**src/rtl/led_pkg.sv**
```systemverilog
// led_pkg: shared LED width and arbiter state encoding
//   LED_W   : width of one LED pattern
//   state_t : arbiter FSM states
package led_pkg;
   localparam int LED_W = 16;
   typedef enum logic {IDLE = 1'b0, OWN = 1'b1} state_t;
endpackage

```
**src/rtl/led_rr_pick.sv**
```systemverilog
// led_rr_pick: combinational round-robin picker
//   req   : request vector
//   last  : index of the previous owner
//   valid : some request is set
//   idx   : first set request searching upward from last+1, wrapping
module led_rr_pick #(
   parameter int NUM_REQ = 4,
   localparam int IW = $clog2(NUM_REQ)
) (
   input  logic [NUM_REQ-1:0] req,
   input  logic [IW-1:0]      last,
   output logic               valid,
   output logic [IW-1:0]      idx
);
   // Walk from the lowest priority down so the highest-priority hit is written last.
   always_comb begin
      valid = 1'b0;
      idx = '0;
      for (int i = NUM_REQ; i >= 1; i--) begin
         if (req[(int'(last) + i) % NUM_REQ]) begin
            valid = 1'b1;
            idx = IW'((int'(last) + i) % NUM_REQ);
         end
      end
   end
endmodule

```
**src/rtl/led_arbiter.sv**
```systemverilog
// led_arbiter: round-robin owner of the user LEDs with a minimum dwell per grant
//   CLK, RST_N : clock, synchronous active-low reset
//   REQ_I      : per-requester request level
//   DATA_I     : packed 16-bit patterns, requester k at [16k+15:16k]
//   GNT_O      : one-hot grant, zero when idle
//   OWNER_O    : current or last owner index
//   BUSY_O     : a grant is active
//   LED_O      : selected pattern to the LED register
module led_arbiter
   import led_pkg::*;
#(
   parameter int NUM_REQ = 4,
   parameter int DWELL_CYCLES = 50_000_000,
   localparam int IW = $clog2(NUM_REQ),
   localparam int CW = DWELL_CYCLES > 1 ? $clog2(DWELL_CYCLES) : 1
) (
   input  logic                     CLK,
   input  logic                     RST_N,
   input  logic [NUM_REQ-1:0]       REQ_I,
   input  logic [LED_W*NUM_REQ-1:0] DATA_I,
   output logic [NUM_REQ-1:0]       GNT_O,
   output logic [IW-1:0]            OWNER_O,
   output logic                     BUSY_O,
   output logic [LED_W-1:0]         LED_O
);
   state_t        state;
   logic [IW-1:0] last;
   logic [CW-1:0] cnt;
   logic          pick_valid;
   logic [IW-1:0] pick_idx;
   logic          own_req;
   logic          release_now;
   led_rr_pick #(.NUM_REQ(NUM_REQ)) u_pick (
      .req   (REQ_I),
      .last  (last),
      .valid (pick_valid),
      .idx   (pick_idx)
   );
   assign own_req = REQ_I[OWNER_O];
   // Once the dwell has expired, hand over if the owner let go or anyone else is waiting.
   assign release_now = (cnt == '0) && (!own_req || |(REQ_I & ~GNT_O));
   assign BUSY_O = (state == OWN);
   always_ff @(posedge CLK) begin
      if (!RST_N) begin
         state <= IDLE;
         GNT_O <= '0;
         OWNER_O <= '0;
         LED_O <= '0;
         last <= IW'(NUM_REQ - 1);
         cnt <= '0;
      end else if (state == IDLE) begin
         LED_O <= '0;
         GNT_O <= '0;
         if (pick_valid) begin
            state <= OWN;
            GNT_O <= {{(NUM_REQ-1){1'b0}}, 1'b1} << pick_idx;
            OWNER_O <= pick_idx;
            cnt <= CW'(DWELL_CYCLES - 1);
         end
      end else begin
         if (own_req) LED_O <= DATA_I[LED_W*int'(OWNER_O) +: LED_W];
         if (cnt != '0) cnt <= cnt - 1'b1;
         if (release_now) begin
            state <= IDLE;
            GNT_O <= '0;
            last <= OWNER_O;
         end
      end
   end
endmodule

```
**config.mk**
```make
export PLATFORM = sky130hd
export DESIGN_NAME = led_arbiter
export DESIGN_NICKNAME = d
export VERILOG_FILES = /design/src/rtl/led_pkg.sv /design/src/rtl/led_rr_pick.sv /design/src/rtl/led_arbiter.sv
export SDC_FILE = /design/constraint.sdc
export NUM_CORES = 1
export LEC_CHECK = 0
export BUFFER_PORTS_ARGS = -buffer_cell sky130_fd_sc_hd__buf_2
export CORE_MARGIN = 8
export CORE_UTILIZATION = 39
export DETAILED_ROUTE_END_ITERATION = 16
export GPL_TIMING_DRIVEN = 0
export HOLD_SLACK_MARGIN = 0.15
export PLACE_DENSITY = 0.74
export SLEW_MARGIN = 20
export SYNTH_ARGS = -nofsm -noshare
export SYNTH_HDL_FRONTEND = slang
export SYNTH_SLANG_ARGS = --single-unit
```
**constraint.sdc**
```tcl
create_clock -name CLK -period 2.5 [get_ports CLK]
set_input_delay 0.125 -clock CLK [delete_from_list [all_inputs] [get_ports CLK]]
set_output_delay 0.125 -clock CLK [all_outputs]
set_load 0.02 [all_outputs]
```
==> Yosys cells after proc, flatten, opt, wreduce, memory -nomap -nowiden <==
Cells that the tools add are included.
{ "classes": {"add_sub_neg": 5, "multipliers": 0, "div": 0, "n_lt_le_gt_ge": 5, "eq_ne": 2, "n_shift": 2, "n_mux": 31, "n_bitwise": 7, "reduce_logical": 15} }
{ "ops": {"columns": ["cell", "count"], "rows": [
  ["two-way mux 26 bit", 3],
  ["indexed part select 64 x 7 -> 16 bit", 1],
  ["logical NOT 26 bit", 1],
  ["nonzero test 26 bit", 1],
  ["subtractor 26 x 1 -> 26 bit, second input constant", 1],
  ["less-than comparator 3 x 4 -> 1 bit, second input constant", 4],
  ["two-way mux 1 bit", 16],
  ["two-way mux 4 bit", 3],
  ["binary-select mux 1 bit (select 2 bit)", 5],
  ["two-way mux 2 bit", 4],
  ["AND reduction 2 bit", 4],
  ["OR reduction 2 bit", 4],
  ["adder 2 x 1 -> 2 bit, second input constant", 2],
  ["adder 2 bit, second input constant", 2],
  ["bitwise AND 1 bit, first input constant", 4],
  ["bitwise AND 4 bit", 1],
  ["!= test 2 x 1 -> 1 bit, second input constant", 2],
  ["NOT 4 bit", 1],
  ["OR reduction 4 bit", 1],
  ["<< shifter 1 x 2 -> 4 bit, first input constant", 1],
  ["less-than comparator 2 x 3 -> 1 bit, second input constant", 1],
  ["nonzero test 2 bit", 1],
  ["logical AND 1 bit", 1],
  ["logical NOT 1 bit", 1],
  ["2 further kinds", 2]
]} }
{ "totals": {"reg_bits": 51, "latch_bits": 0, "ram_bits": 0, "rom_bits": 0, "input_bits": 70, "memories": 0} }

==> Logic depth before layout (Yosys ltp) <==
{ "logic_depth": {"depth_word": 13, "depth_mapped": 10, "mapped_depth_nobuf": 7} }

==> Hierarchy <==
A second synthesis with hierarchy kept.
{ "hier_totals": {"hier_cells": 288, "area_unflattened_um2": 2803.9} }
{ "by_module_without_submodules": {"columns": ["mod", "instances", "cells_per_inst", "area_each_um2"], "rows": [
  ["led_arbiter", 1, 274, 2712.6],
  ["led_rr_pick", 1, 14, 91.3]
]} }

==> Worst setup path before layout <==
Ideal clock, no wire load.
{ "synth_timing": {"path_kind": "flip-flop to flip-flop", "from": "reg cnt[0]", "to": "reg cnt[3]", "arrival_time_ns": 2.428, "required_ns": 2.380, "path_slack_ns": -0.047, "stages_incl_launch_ff": 11, "synth_period_minus_slack_ns": 2.547, "cell_sequence": "dfxtp_1 -> inv_1 -> ha_1 -> or4b_1 -> buf_2 -> or3_1 -> buf_6 -> o31ai_2 -> buf_2 -> nor4_1 -> o31a_1"} }
{ "synth_between": {"elab_chain_len": 3, "word_cells_on_any_way": 6, "cone_classes": "1 x add/sub; 1 x eq/ne; 2 x mux; 2 x reduce/logical"} }
{ "synth_lines": {"columns": ["element", "line_no", "source"], "rows": [
  ["from (decl)", "led_arbiter.sv:28", "logic [CW-1:0] cnt;"],
  ["from (signal assigned)", "led_arbiter.sv:58", "cnt <= CW'(DWELL_CYCLES - 1);"],
  ["from (signal assigned)", "led_arbiter.sv:62", "if (cnt != '0) cnt <= cnt - 1'b1;"],
  ["subtractor 26 x 1 -> 26 bit / nonzero test 26 bit (equally long branches)", "led_arbiter.sv:62", null],
  ["two-way mux 26 bit / != test 2 x 1 -> 1 bit (equally long branches)", null, null],
  ["two-way mux 26 bit / AND reduction 2 bit (equally long branches)", null, null]
]} }
Several ways; a longest one is shown, not always the timed one. The select of a mux whose other input is x is not followed.
A chain may end at the register's enable or synchronous reset.

==> Worst setup path in the final report <==
{ "layout_timing": {"from": "reg cnt[0]", "to": "reg cnt[16]"} }
The elaborated chain is that of the path after synthesis.

==> summary.md <==
| Metric | Value |
|---|---|
| Pwr Density | `527 nW/um^2` |
| Multi-input gate area | `1820 um^2` |
| Synthesized area per cell | `9.70 um^2` |
| Clock Pin Slew Worst Setup and Hold Paths | `0.10 ns` |
| Synthesized instance count | `291` |
| Worst ir drop on vdd | `211 uV` |
| Crit Path Category | `reg -> reg` |
| Status | `finished, violations left` |
| Iteration-0 DRC Markers | `128` |
| FP Rows | `31` |
| Tmin final | `2.52 ns` |
| TritonCTS clock tree | `yes` |
| Vias in the first global route | `2663` |
| HP Class | `in -> reg` |
| Post-Syn Area | `2820 um^2` |
| EDFF count, synth | `0` |
| Fin worst setup slack | `-0.0157 ns` |
| Routability cong. | `0.800` |
| Sw Share | `29.3%` |
| Vias post-DR | `2753` |
| ANT nets after route | `0` |
| Ant. Diodes | `0` |
| Worst slew pin tran | `0.727 ns` |
| DR pass1 iterations | `4` |
| Placed cells | `481` |
| Clock buffer count from CTS | `5` |
| YS warnings | `0` |
| MaxCap Viol Count | `0` |
| DRC | `0` |
| Max clock buf depth | `2` |
| Top-Level Pins | `93` |
| Die Span Y | `101 um` |
| Ratio of cells with drive above 1 in the final layout | `42.3%` |
| Die Area | `10200 um^2` |
| Most frequent cells in the layout | `93 x buf_2, 47 x dfxtp_1, 32 x nor2_1, 19 x mux2i_1, 17 x mux4_2` |
| Psw | `582 uW` |
| Drt wl/cell | `16.8 um` |
| Initial antenna violation count | `0` |
| Setup violators final | `1` |
| Flop pwr share | `45.5%` |
| Total power | `1.98 mW` |
| Final std cells w/o fill | `499` |
| Layout area overhead | `33.3%` |
| RSZ-0062 raised after global routing | `yes` |
| Commonest non-fill, non-tap cell in the layout | `buf_2` |
| Slew Viols, Final | `0` |
| Most used DFF post-synth | `dfxtp_1` |
| CTS root buf | `clkbuf_8` |
| Final worst-path cycle share | `101%` |
| Synth cell types | `49` |
| Max Clock Skew | `0.0116 ns` |
| Htree depth | `2` |
| Int Pwr | `1.40 mW` |
| Clk sinks | `51` |
| Largest net degree at the start of global routing | `17` |
| Final-layout fill cell count | `694` |
| Detailed-route vias per instance | `5.52` |
| CP required | `2.74 ns` |
| Gate power share | `25.0%` |
| GRT Util Overall | `16.2%` |
| Flop-to-flop setup slack | `-0.02 ns` |
| Seq/Total Area, Yosys | `36.2%` |
| CP startpoint kind | `register` |
| Reg area | `1030 um^2` |
| Failing checks | `negative setup slack` |
| Die W | `101 um` |
| Final HPWL DP | `6220 um` |
| Post-synth net total | `362` |
| Worst Path Arrival | `2.76 ns` |
| Post-place setup slack | `-0.189 ns` |
| Global-route wire length before repair | `13500 um` |
| Clk_lat worst skew | `0.31 ns` |
| Relative slew slack | `51.6%` |
| Nets | `470` |
| Worst Setup End Kind | `register` |
| Clk network pwr share | `29.6%` |
| Fin. Hold Viols | `0` |
| Port Buffers | `91` |
| Share of flip-flops with an asynchronous set or reset | `0%` |
| Starting Density | `39.5%` |
| Drt total wl | `8400 um` |
| GR Overflow Total | `0` |
| TNS Setup | `-0.0157 ns` |
| FMAX | `398 MHz` |
| Leak Pwr | `1.53 nW` |
| Yosys reg bits | `51` |
| Core box area | `7140 um^2` |
| Crit path max fanout | `7` |
## per-layer routing
layer	vias up	routed length, um	track usage (%)
li1	1331	-	-
met1	1311	3450	18.4
met2	103	4010	28.0
met3	8	854	5.59
met4	0	82	4.01
met5	-	0	0
## through the flow
stage / cell area (um^2) / utilization, % / hold WS, ns
floorplan: 2840 / - / 0.446
global route: 3760 / 52.7 / 0.238
global placement: 3420 / 47.9 / 0.458
finish: 3760 / 52.7 / 0.219
CTS: 3580 / 50.2 / 0.217
detailed placement: 3420 / 47.9 / 0.469
## path summary, 6_finish.rpt
path         startpoint  depth (start not counted)  endpoint
max              cnt[0]                          7   cnt[16]
min               RST_N                          2   cnt[12]
max reg2reg      cnt[0]                          7   cnt[16]
min reg2reg      cnt[8]                          2    cnt[8]
## cell usage after synthesis (2+ instances only)
cell | number | area share [%]
a211oi_1 | 2 | 0.53
o21a_1 | 4 | 1.1
and2_1 | 3 | 0.67
or2_2 | 4 | 0.89
or4_1 | 11 | 2.9
a21boi_0 | 3 | 0.80
nor3_1 | 3 | 0.53
nor4_1 | 6 | 1.3
or3_1 | 18 | 4.0
o31a_1 | 4 | 1.2
clkbuf_1 | 11 | 1.5
dfxtp_1 | 51 | 36
nand2_1 | 10 | 1.3
mux2i_1 | 19 | 6.7
nor2_1 | 32 | 4.3
nor2b_1 | 6 | 1.3
xor2_1 | 2 | 0.62
buf_2 | 6 | 1.1
o31ai_1 | 9 | 2.4
a21oi_1 | 13 | 2.3
mux4_2 | 17 | 14
a31oi_1 | 8 | 1.8
inv_1 | 6 | 0.80
o21ai_0 | 12 | 2.1
nand3_1 | 4 | 0.71
nand2b_1 | 4 | 0.89
## sequential cells by signal, indices dropped and copies added (netlist names)
name / cells
cnt: 26
last: 2
LED_O: 16
GNT_O: 4
OWNER_O: 2
BUSY_O: 1
## final cells by class
| cell class | instances | share of cell area, % |
|---|---|---|
| plain buffers | 16 | 2.40 |
| clock buffers | 5 | 1.83 |
| clock inverters | 3 | 1.16 |
| inverters | 6 | 0.599 |
| multi-input cells | 215 | 48.5 |
| flip-flops and latches | 51 | 27.4 |
| well taps | 99 | 3.29 |
| repair buffers | 104 | 14.8 |
## power by group through the flow
| stage | logic [mW] | clock network, mW | registers, mW |
|---|---|---|---|
| floorplan | 0.277 | 0 | 0.932 |
| finish | 0.495 | 0.586 | 0.902 |
| global route | 0.541 | 0.636 | 0.909 |
| CTS | 0.450 | 0.605 | 0.900 |
| detailed placement | 0.434 | 0 | 0.917 |
| global placement | 0.423 | 0 | 0.915 |
## what timing repair did
item / in CTS / in global routing
hold buffers: 0 / 0
pin swaps: 3 / 9
buffers inserted: 3 / 9
gates cloned: 0 / 1
endpoints found under the hold margin: 0 / 0
endpoints found under the setup margin: 25 / 32
resized for setup: 9 / 28
## worst max-delay path, stage by stage, from the launching register on
cell,delay [ns]
dfxtp_2,0.35
inv_2,0.07
ha_4,0.13
or4b_4,0.50
or3_4,0.43
a311o_4,0.43
or4_4,0.42
a21oi_2,0.12
## kinds of logic after synthesis
| family | count (synthesis) | synth area share [%] |
|---|---|---|
| xor+xnor | 3 | 0.931 |
| mux | 36 | 20.3 |
| flops | 51 | 36.2 |
| compound gates | 72 | 18.7 |
| buf+inv | 25 | 3.86 |
| fa+ha+maj | 1 | 0.443 |
| simple gates | 103 | 19.6 |
No activity file was read; power rests on OpenSTA's default activity.
